File: src/rtl/binary_down_counter_if.sv
// Control/status bundle for the loadable binary down counter.
// The master drives load/data/enable/mode; the counter (slave) returns count and flags.
interface binary_down_counter_if #(
    parameter int WIDTH = 4
);
    logic [WIDTH-1:0] data_in;
    logic             load;
    logic             enable;
    logic             mode;
    logic [WIDTH-1:0] count;
    logic             zero;
    logic             tc;
    logic             busy;

    modport master (
        output data_in, load, enable, mode,
        input  count, zero, tc, busy
    );

    modport slave (
        input  data_in, load, enable, mode,
        output count, zero, tc, busy
    );
endinterface

File: src/rtl/binary_down_counter.sv
// Loadable down counter: counts a loaded value to zero, then stops (one-shot)
// or reloads itself (periodic), pulsing tc for one cycle on each 1->0 step.
module binary_down_counter #(
    parameter int WIDTH = 4
) (
    input  logic                  clk,
    input  logic                  reset,
    binary_down_counter_if.slave  bus
);
    typedef enum logic {
        IDLE = 1'b0,
        RUN  = 1'b1
    } state_e;

    state_e           state_q,  state_d;
    logic [WIDTH-1:0] count_q,  count_d;
    logic [WIDTH-1:0] reload_q, reload_d;
    logic             mode_q,   mode_d;
    logic             tc_q,     tc_d;

    // NOTE: every next-state signal gets its hold/default value first so no path
    // through the decision tree can leave it unassigned and infer a latch.
    always_comb begin
        state_d  = state_q;
        count_d  = count_q;
        reload_d = reload_q;
        mode_d   = mode_q;
        tc_d     = 1'b0;

        if (bus.load) begin
            count_d  = bus.data_in;
            reload_d = bus.data_in;
            mode_d   = bus.mode;
            state_d  = (bus.data_in != '0) ? RUN : IDLE;
        end else if (state_q == RUN && bus.enable) begin
            if (count_q > WIDTH'(1)) begin
                count_d = count_q - WIDTH'(1);
            end else if (count_q == WIDTH'(1)) begin
                count_d = '0;
                tc_d    = 1'b1;
                if (!mode_q) begin
                    state_d = IDLE;
                end
            end else begin
                // Zero while running only happens in periodic mode: wrap to the reload value.
                count_d = reload_q;
            end
        end
    end

    // NOTE: reset is synchronous, so it lives inside the clocked branch rather than
    // the sensitivity list; all state uses non-blocking assignments.
    always_ff @(posedge clk) begin
        if (reset) begin
            state_q  <= IDLE;
            count_q  <= '0;
            reload_q <= '0;
            mode_q   <= 1'b0;
            tc_q     <= 1'b0;
        end else begin
            state_q  <= state_d;
            count_q  <= count_d;
            reload_q <= reload_d;
            mode_q   <= mode_d;
            tc_q     <= tc_d;
        end
    end

    assign bus.count = count_q;
    assign bus.zero  = (count_q == '0);
    assign bus.tc    = tc_q;
    assign bus.busy  = (state_q == RUN);
endmodule

File: src/flat_wrapper.sv
// flat-port wrapper written by rule: the top's interface ports become plain ports
module binary_down_counter_flat 
#(
    parameter int WIDTH = 4
)
  (clk, reset, bus_data_in, bus_load, bus_enable, bus_mode, bus_count, bus_zero, bus_tc, bus_busy);
  binary_down_counter_if #(.WIDTH(WIDTH)) bus_i ();
  input  logic clk;
  input  logic reset;
  input wire logic [$bits(bus_i.data_in)-1:0] bus_data_in;
  input wire logic [$bits(bus_i.load)-1:0] bus_load;
  input wire logic [$bits(bus_i.enable)-1:0] bus_enable;
  input wire logic [$bits(bus_i.mode)-1:0] bus_mode;
  output wire logic [$bits(bus_i.count)-1:0] bus_count;
  output wire logic [$bits(bus_i.zero)-1:0] bus_zero;
  output wire logic [$bits(bus_i.tc)-1:0] bus_tc;
  output wire logic [$bits(bus_i.busy)-1:0] bus_busy;
  assign bus_i.data_in = bus_data_in;
  assign bus_i.load = bus_load;
  assign bus_i.enable = bus_enable;
  assign bus_i.mode = bus_mode;
  assign bus_count = bus_i.count;
  assign bus_zero = bus_i.zero;
  assign bus_tc = bus_i.tc;
  assign bus_busy = bus_i.busy;
  binary_down_counter #(.WIDTH(WIDTH)) u_core (.clk(clk), .reset(reset), .bus(bus_i));
endmodule
File: config.mk
export PLATFORM = sky130hd
export DESIGN_NAME = binary_down_counter_flat
export DESIGN_NICKNAME = d
export VERILOG_FILES = /design/src/rtl/binary_down_counter_if.sv /design/src/rtl/binary_down_counter.sv /design/src/flat_wrapper.sv
export SDC_FILE = /design/constraint.sdc
export NUM_CORES = 1
export LEC_CHECK = 0
export ABC_AREA = 1
export BUFFER_PORTS_ARGS = -buffer_cell sky130_fd_sc_hd__buf_2
export CORE_MARGIN = 2
export CORE_UTILIZATION = 40
export CTS_BUF_LIST = sky130_fd_sc_hd__clkbuf_4 sky130_fd_sc_hd__clkbuf_8 sky130_fd_sc_hd__clkbuf_16
export DETAILED_ROUTE_END_ITERATION = 12
export PLACE_DENSITY = 0.64
export SLEW_MARGIN = 20
export SYNTH_ARGS = -nofsm -noshare
export SYNTH_HDL_FRONTEND = slang
export SYNTH_SLANG_ARGS = --single-unit
File: constraint.sdc
create_clock -name clk -period 1.6 [get_ports clk]
set_input_delay 0.16 -clock clk [delete_from_list [all_inputs] [get_ports clk]]
set_output_delay 0.16 -clock clk [all_outputs]
set_load 0.02 [all_outputs]
== Word-level counts from Yosys, hierarchy flattened ==
Cells that the tools add are included.
Widths: inputs -> output; s select.
Storage, ports and cells
  bits in registers: 11
  input port bits: 9
  output and inout port bits: 7
  word-level logic and storage cells: 29
Operators by class
  $add $sub $neg: 1
  order comparisons: 1
  eq/ne operators: 3
  mux-type cells: 11
  bitwise gates (word level): 1
  reduce and logical (&&, ||, !) cells: 7
Operators with widths (count)
  $mux 4: 4
  $mux 1: 7
  $eq 4x1->1 const B: 1
  $gt 4x1->1 const B: 1
  $logic_not 4->1: 1
  $ne 2x2->1 const B: 2
  $reduce_and 4->1: 1
  $reduce_bool 2->1: 2
  $reduce_bool 4->1: 1
  $reduce_or 4->1: 1
  $sub 4x1->4 const B: 1
  $logic_and 1x1->1: 1
  $not 1->1: 1

== Logic depth before layout (Yosys ltp) ==
Gate-level depths: netlist of the first run.
  depth in word-level cells: 5
  mapped depth: 7
  gate-level depth less buffers: 7

== Least setup slack after synthesis of the first run ==
No wires, ideal clock.
  kind: reg-to-reg
  from: reg u_core.count_q[0], in the netlist u_core.bus.count[0]
  to: reg u_core.count_q[3], in the netlist u_core.bus.count[3]
  setup time: 66 ps
  arrival time: 1291 ps
  data required time: 1534 ps
  path slack: 243 ps
  cell stages (with the launch flop): 8
  path buffers: 0
  period minus slack after synthesis: 1357 ps
  cells stage by stage: dfxtp_1 > inv_1 > ha_1 > o21ai_2 > nand3_1 > nand2_1 > nand2_1 > a21oi_2
On the way
  longest elaborated chain between the ends: 5
Ends and longest elaborated chain
  start, declared: RTL line binary_down_counter.sv:16  | logic [WIDTH-1:0] count_q, count_d;
  start signal, assigned: RTL line binary_down_counter.sv:62  | count_q <= count_d;
  parallel branches: the longest is 2 deep, another holds $sub 4x1->4
  $mux 4 (*): RTL line binary_down_counter.sv:36  | if (count_q > WIDTH'(1)) begin
  $mux 4 (*): RTL line binary_down_counter.sv:35  | end else if (state_q == RUN && bus.enable) begin
  $mux 4 (*): RTL line binary_down_counter.sv:30  | if (bus.load) begin
Every way passes the cells marked *. The select of a mux whose other input is x is not followed.
A chain may end at the register's enable or synchronous reset.

== Worst setup path after layout of the first run ==
  from: reg u_core.count_q[0], in the netlist u_core.bus.count[0]
  to: out bus_zero
On the way
  longest elaborated chain between the ends: 1
Ends and longest elaborated chain
  $logic_not 4->1: RTL line binary_down_counter.sv:70  | assign bus.zero = (count_q == '0);
  end, declared: RTL line flat_wrapper.sv:15  | output wire logic [$bits(bus_i.zero)-1:0] bus_zero;
No other way between the ends.

==> impl_metrics.env, run 1 <==
export IMPL_status="completed"
export IMPL_worst_slack_ns=0.236
export IMPL_synthDistinctLibCells=23
export IMPL_slew_violations=0
export IMPL_ant_nets=0
export IMPL_tritoncts="yes"
export IMPL_wl_met1_um=615
export IMPL_layout_drive_gt1_share_pct=26.2
export IMPL_cp_required_ns=1.44
export IMPL_postCtsResizedCells=0
export IMPL_htreeDepth=1
export IMPL_ys_seq_elements=11
export IMPL_cp_max_fo=5
export IMPL_drtIter0Drc=7
export IMPL_nets=116
export IMPL_avgSynthCellArea_um2=7.07
export IMPL_cts_buffers=3
export IMPL_cts_setup_buffers=0
export IMPL_initial_utilization_pct=41.3
export IMPL_timing_setup_tns_ns=0
export IMPL_cts_hold_buf=0
export IMPL_worstSkewPairLatency_ns=0.27
export IMPL_diodes=0
export IMPL_p_switching_mw=0.213
export IMPL_die_h_um=43.0
export IMPL_clockPowerShare_pct=30.1
export IMPL_synthCells=86
export IMPL_grt_pass1_wl_um=2210
export IMPL_period_minus_slack_ns=1.36
export IMPL_grt_setup_unrepaired="no"
export IMPL_io_buffers=15
export IMPL_clockBufferDepth=2
export IMPL_maxSlewHeadroom_pct=82.8
export IMPL_synthTopCellsByArea="dfxtp_1 (36%), nand2_1 (9.3%), nor2_1 (8.6%), ha_1 (6.2%), inv_1 (6.2%)"
export IMPL_worstHoldPathType="in -> reg"
export IMPL_cts_sinks=11
export IMPL_syn_num_nets=98
export IMPL_timing_fmax_mhz=733
export IMPL_globalRouteOverflowTotal=0
export IMPL_ir_drop_mv=0.676
export IMPL_dp_slack_ns=0.274
export IMPL_synth_top_area_share_pct=36.2
export IMPL_wl_met3_um=66
export IMPL_pwr_share_comb_pct=24.6
export IMPL_cp_arrival_ns=1.20
export IMPL_internal_power_mw=0.464
export IMPL_clockRootBuffer="clkbuf_4"
export IMPL_critical_path_class="reg -> out"
export IMPL_final_util_pct=48.7
export IMPL_ys_seq_area_share_pct=36.2
export IMPL_fillers=164
export IMPL_worst_pin_slew_ns=0.258
export IMPL_synth_edff_count=0
export IMPL_place_congestion=0.794
export IMPL_grt_max_degree=12
export IMPL_critPathLaunchType="flop"
export IMPL_crit_path_end_kind="output port"
export IMPL_hold_viol_final=0
export IMPL_synthArstFlopShare_pct=0
export IMPL_p_sw_share_pct=31.4
export IMPL_worst_clock_skew_ns=0.00554
export IMPL_area_delta_synth_final_pct=17.9
export IMPL_drt_wirelength_per_cell_um=11.0
export IMPL_via_count=585
export IMPL_via_per_inst=4.92
export IMPL_std_cell_rows=14
export IMPL_setup_viol=0
export IMPL_yosysWarnings=0
export IMPL_ios=16
export IMPL_synthFlopType="dfxtp_1"
export IMPL_powerDensity_nw_per_um2=944
export IMPL_core_um2=1470
export IMPL_holdWs_ns=0.120
export IMPL_timing_final_crit_share_pct=85.2
export IMPL_dr_pass1_iters=4
export IMPL_wirelength_um=1310
export IMPL_top_layer_used="met4"
export IMPL_dpl_cell_count=115
export IMPL_dieArea_um2=1850
export IMPL_die_x_um=43.0
export IMPL_antenna_found_initial=0
export IMPL_path_clk_slew_ns=0.07
export IMPL_grt_pass1_vias=518
export IMPL_power_leakage_nw=0.353
export IMPL_p_seq_share_pct=45.3
export IMPL_netlist_area_um2=608
export IMPL_cap_violations=0
export IMPL_fin_cells=119
export IMPL_synth_top_cell_by_area="dfxtp_1"
export IMPL_track_usage_pct=16.1
export IMPL_wl_met2_um=608
export IMPL_dp_hpwl_um=1030
export IMPL_drc=0
-- metrics by stage --
stage	total power, mW	instance area [um^2]
5_1_grt	0.718	717
2_1_floorplan	0.433	608
3_3_place_gp	0.479	687
4_1_cts	0.683	717
6_report	0.677	717
3_5_place_dp	0.479	687
-- power by group through the flow --
stage	clock network [mW]	registers, mW	logic [mW]
6_report	0.204	0.306	0.167
5_1_grt	0.223	0.309	0.186
2_1_floorplan	0	0.323	0.110
3_5_place_dp	0	0.313	0.166
4_1_cts	0.209	0.306	0.167
3_3_place_gp	0	0.312	0.166
-- cells by family after synthesis --
logic type	after synthesis	share of synthesized area, %
and+or+nand+nor	42	31.5
DFF	11	36.2
buffers and inverters	14	10.1
adders and majority gates	3	6.17
AOI/OAI and AO/OA	16	16.0
-- layer usage --
metal  up-vias  track usage [%]
li1        315                -
met1       256             19.3
met2        10             27.0
met3         4             6.38
met4         0             3.64
met5         -                0
-- cells in the mapped netlist, types with 2 or more instances --
library cell and number:
a21oi_1 3, o211ai_1 2, inv_2 2, nor2_1 14, nand3_1 7, nand2_1 15
dfxtp_1 11, inv_1 10, ha_1 3, o21ai_0 5, nand2_2 2
-- critical path: stages (launching register included) --
cell     delay, ns
dfxtp_1       0.33
inv_1         0.14
ha_1          0.17
inv_1         0.04
nor2_1        0.09
buf_2         0.17
-- layout make-up --
type	instances	area (um^2)	share of cell area, %
Sequential cell	11	220	30.7
Timing Repair Buffer	15	75.1	10.5
Multi-Input combinational cell	61	327	45.5
Clock buffer	4	30.0	4.19
Tap cell	16	20.0	2.79
Inverter	12	45.0	6.28
-- cells in the final DEF (no fill, tap or decap) --
master and n:
a211oi_1 1, a21oi_1 3, a21oi_2 1, a31oi_1 1, buf_2 15, clkbuf_4 4, dfxtp_1 11, ha_1 3
inv_1 10, inv_2 2, nand2_1 15, nand2_2 2, nand3_1 7, nand4_1 1, nor2_1 14, nor2_4 1
nor3_1 1, nor4_2 1, o211ai_1 2, o21ai_0 5, o21ai_1 1, o21ai_2 1, o22ai_1 1
-- registers in the layout, indices dropped and copies added, names as in the netlist --
name	flops
u_core.bus.tc	1
u_core.reload_q	4
u_core.bus.busy	1
u_core.bus.count	4
u_core.mode_q	1
-- worst paths after layout --
path | startpoint | to | slack, ns | cells past startpoint
setup / recovery | u_core.bus.count[0] | bus_zero | 0.24 | 5
hold / removal | bus_mode | u_core.mode_q | 0.12 | 3
setup reg to reg | u_core.bus.count[0] | u_core.bus.count[1] | 0.25 | 6
hold reg to reg | u_core.reload_q[3] | u_core.reload_q[3] | 0.48 | 2
Power figures use the tool's default switching activity.
==> run 2: changes to the inputs <==
--- a/constraint.sdc
+++ b/constraint.sdc
@@ -3,2 +3,2 @@
 set_output_delay 0.16 -clock clk [all_outputs]
-set_load 0.02 [all_outputs]
+set_load 0.1 [all_outputs]
==> impl_metrics.env, run 2 (synthesized netlist as in run 1, its figures left out) <==
export IMPL_std_cell_rows=14
export IMPL_worstHoldPathType="in -> reg"
export IMPL_cts_buffers=3
export IMPL_globalRouteOverflowTotal=0
export IMPL_layout_common_cells="nand2_1 (15), buf_2 (14), nor2_1 (13)"
export IMPL_multi_input_area_um2=334
export IMPL_critical_path_class="reg -> out"
export IMPL_final_common_cell="nand2_1"
export IMPL_die_h_um=43.0
export IMPL_busiest_layer="met2"
export IMPL_diodes=0
export IMPL_drc=0
export IMPL_cts_sinks=11
export IMPL_timing_fmax_mhz=694
export IMPL_grt_max_degree=12
export IMPL_maxSlewHeadroom_pct=67.7
export IMPL_dp_slack_ns=0.313
export IMPL_path_clk_slew_ns=0.07
export IMPL_tritoncts="yes"
export IMPL_worst_slack_ns=0.160
export IMPL_min_path_cells=2
export IMPL_grt_pass1_wl_um=2440
export IMPL_postCtsResizedCells=0
export IMPL_layout_drive_gt1_share_pct=32.0
export IMPL_timing_final_crit_share_pct=90.0
export IMPL_cp_arrival_ns=1.28
export IMPL_htreeDepth=1
export IMPL_worstRegToRegCells=7
export IMPL_regArea_um2=229
export IMPL_cp_required_ns=1.44
export IMPL_cap_violations=0
export IMPL_worst_clock_skew_ns=0.00418
export IMPL_setup_viol=0
export IMPL_period_minus_slack_ns=1.44
export IMPL_use_met2_pct=29.1
export IMPL_area_delta_synth_final_pct=23.0
export IMPL_critPathMaxStageDelay_ns=0.35
export IMPL_r2r_start="u_core.bus.count[0]"
export IMPL_wirelength_um=1370
export IMPL_place_congestion=0.860
export IMPL_cp_common_cell="inv_1"
export IMPL_worstSkewPairLatency_ns=0.28
export IMPL_hold_path_startpoint="reset"
export IMPL_grt_setup_unrepaired="no"
export IMPL_slew_violations=0
export IMPL_drtIter0Drc=16
export IMPL_dieArea_um2=1850
export IMPL_met1_usage_pct=20.1
export IMPL_crit_start="u_core.bus.count[0]"
export IMPL_cts_hold_buf=0
export IMPL_via_count=618
export IMPL_path_cells="inv_1, ha_1, inv_1, nor2_4, buf_12"
export IMPL_track_usage_pct=18.0
export IMPL_via_per_inst=5.19
export IMPL_drt_wirelength_per_cell_um=11.5
export IMPL_final_util_pct=50.9
export IMPL_status="completed"
export IMPL_crit_slowest_cell="dfxtp_4"
export IMPL_hold_viol_final=0
export IMPL_die_x_um=43.0
export IMPL_min_to="u_core.bus.count[3]"
export IMPL_dr_pass1_iters=4
export IMPL_ir_drop_mv=0.535
export IMPL_worst_pin_slew_ns=0.488
export IMPL_grt_pass1_vias=588
export IMPL_grt_use_met3_pct=5.11
export IMPL_cp_max_fo=5
export IMPL_r2r_end="u_core.bus.count[2]"
export IMPL_timing_setup_tns_ns=0
export IMPL_critPathLaunchType="flop"
export IMPL_clockBufferDepth=2
export IMPL_dp_hpwl_um=1060
export IMPL_io_buffers=15
export IMPL_power_leakage_nw=0.361
export IMPL_fillers=167
export IMPL_ant_nets=0
export IMPL_crit_path_end_kind="output port"
export IMPL_holdWs_ns=0.127
export IMPL_nets=116
export IMPL_initial_utilization_pct=41.3
export IMPL_clockRootBuffer="clkbuf_4"
export IMPL_powerDensity_nw_per_um2=1080
export IMPL_antenna_found_initial=0
export IMPL_core_um2=1470
export IMPL_ios=16
export IMPL_r2r_slack_ns=0.30
export IMPL_cts_setup_buffers=0
==> run 2: worst max-delay path by stage <==
stage	endpoint	slack (ns)	depth (start not counted)
floorplan	u_core.bus.count[3]	0.02	7
global placement	u_core.bus.count[3]	0.33	7
detailed placement	u_core.bus.count[2]	0.31	7
CTS	bus_zero	0.15	5
global route	bus_zero	0.08	5
finish	bus_zero	0.16	5
==> run 2: metrics by stage <==
step	cell area (um^2)	power, mW	cells
2_1_floorplan	624	0.532	86
3_3_place_gp	718	0.591	115
3_5_place_dp	718	0.594	115
4_1_cts	748	0.810	119
5_1_grt	748	0.849	119
6_report	748	0.805	119
==> run 2: area by class of cell <==
class | instances | share of cell area, %
multi-input cells | 61 | 44.6
flip-flops and latches | 11 | 30.6
repair buffers | 15 | 12.0
inverters | 12 | 6.02
clock buffers | 4 | 4.01
well taps | 16 | 2.68
==> run 2: worst max-delay path: cells and delay by family (launching register included) <==
| family | cells | cell delay (ns) |
|---|---|---|
| DFF | 1 | 0.35 |
| buffers and inverters | 3 | 0.37 |
| adders and majority gates | 1 | 0.18 |
| and+or+nand+nor | 1 | 0.10 |
==> run 2: where the power goes <==
part | internal, mW | total [mW] | switching (mW)
logic | 0.0751 | 0.280 | 0.204
registers | 0.293 | 0.307 | 0.0138
clock network | 0.114 | 0.218 | 0.104
==> run 2: layer usage <==
layer	vias up	share of wire, %
met5	-	0
met4	0	2.6
met3	5	5.0
met2	14	46
met1	279	46
li1	320	-
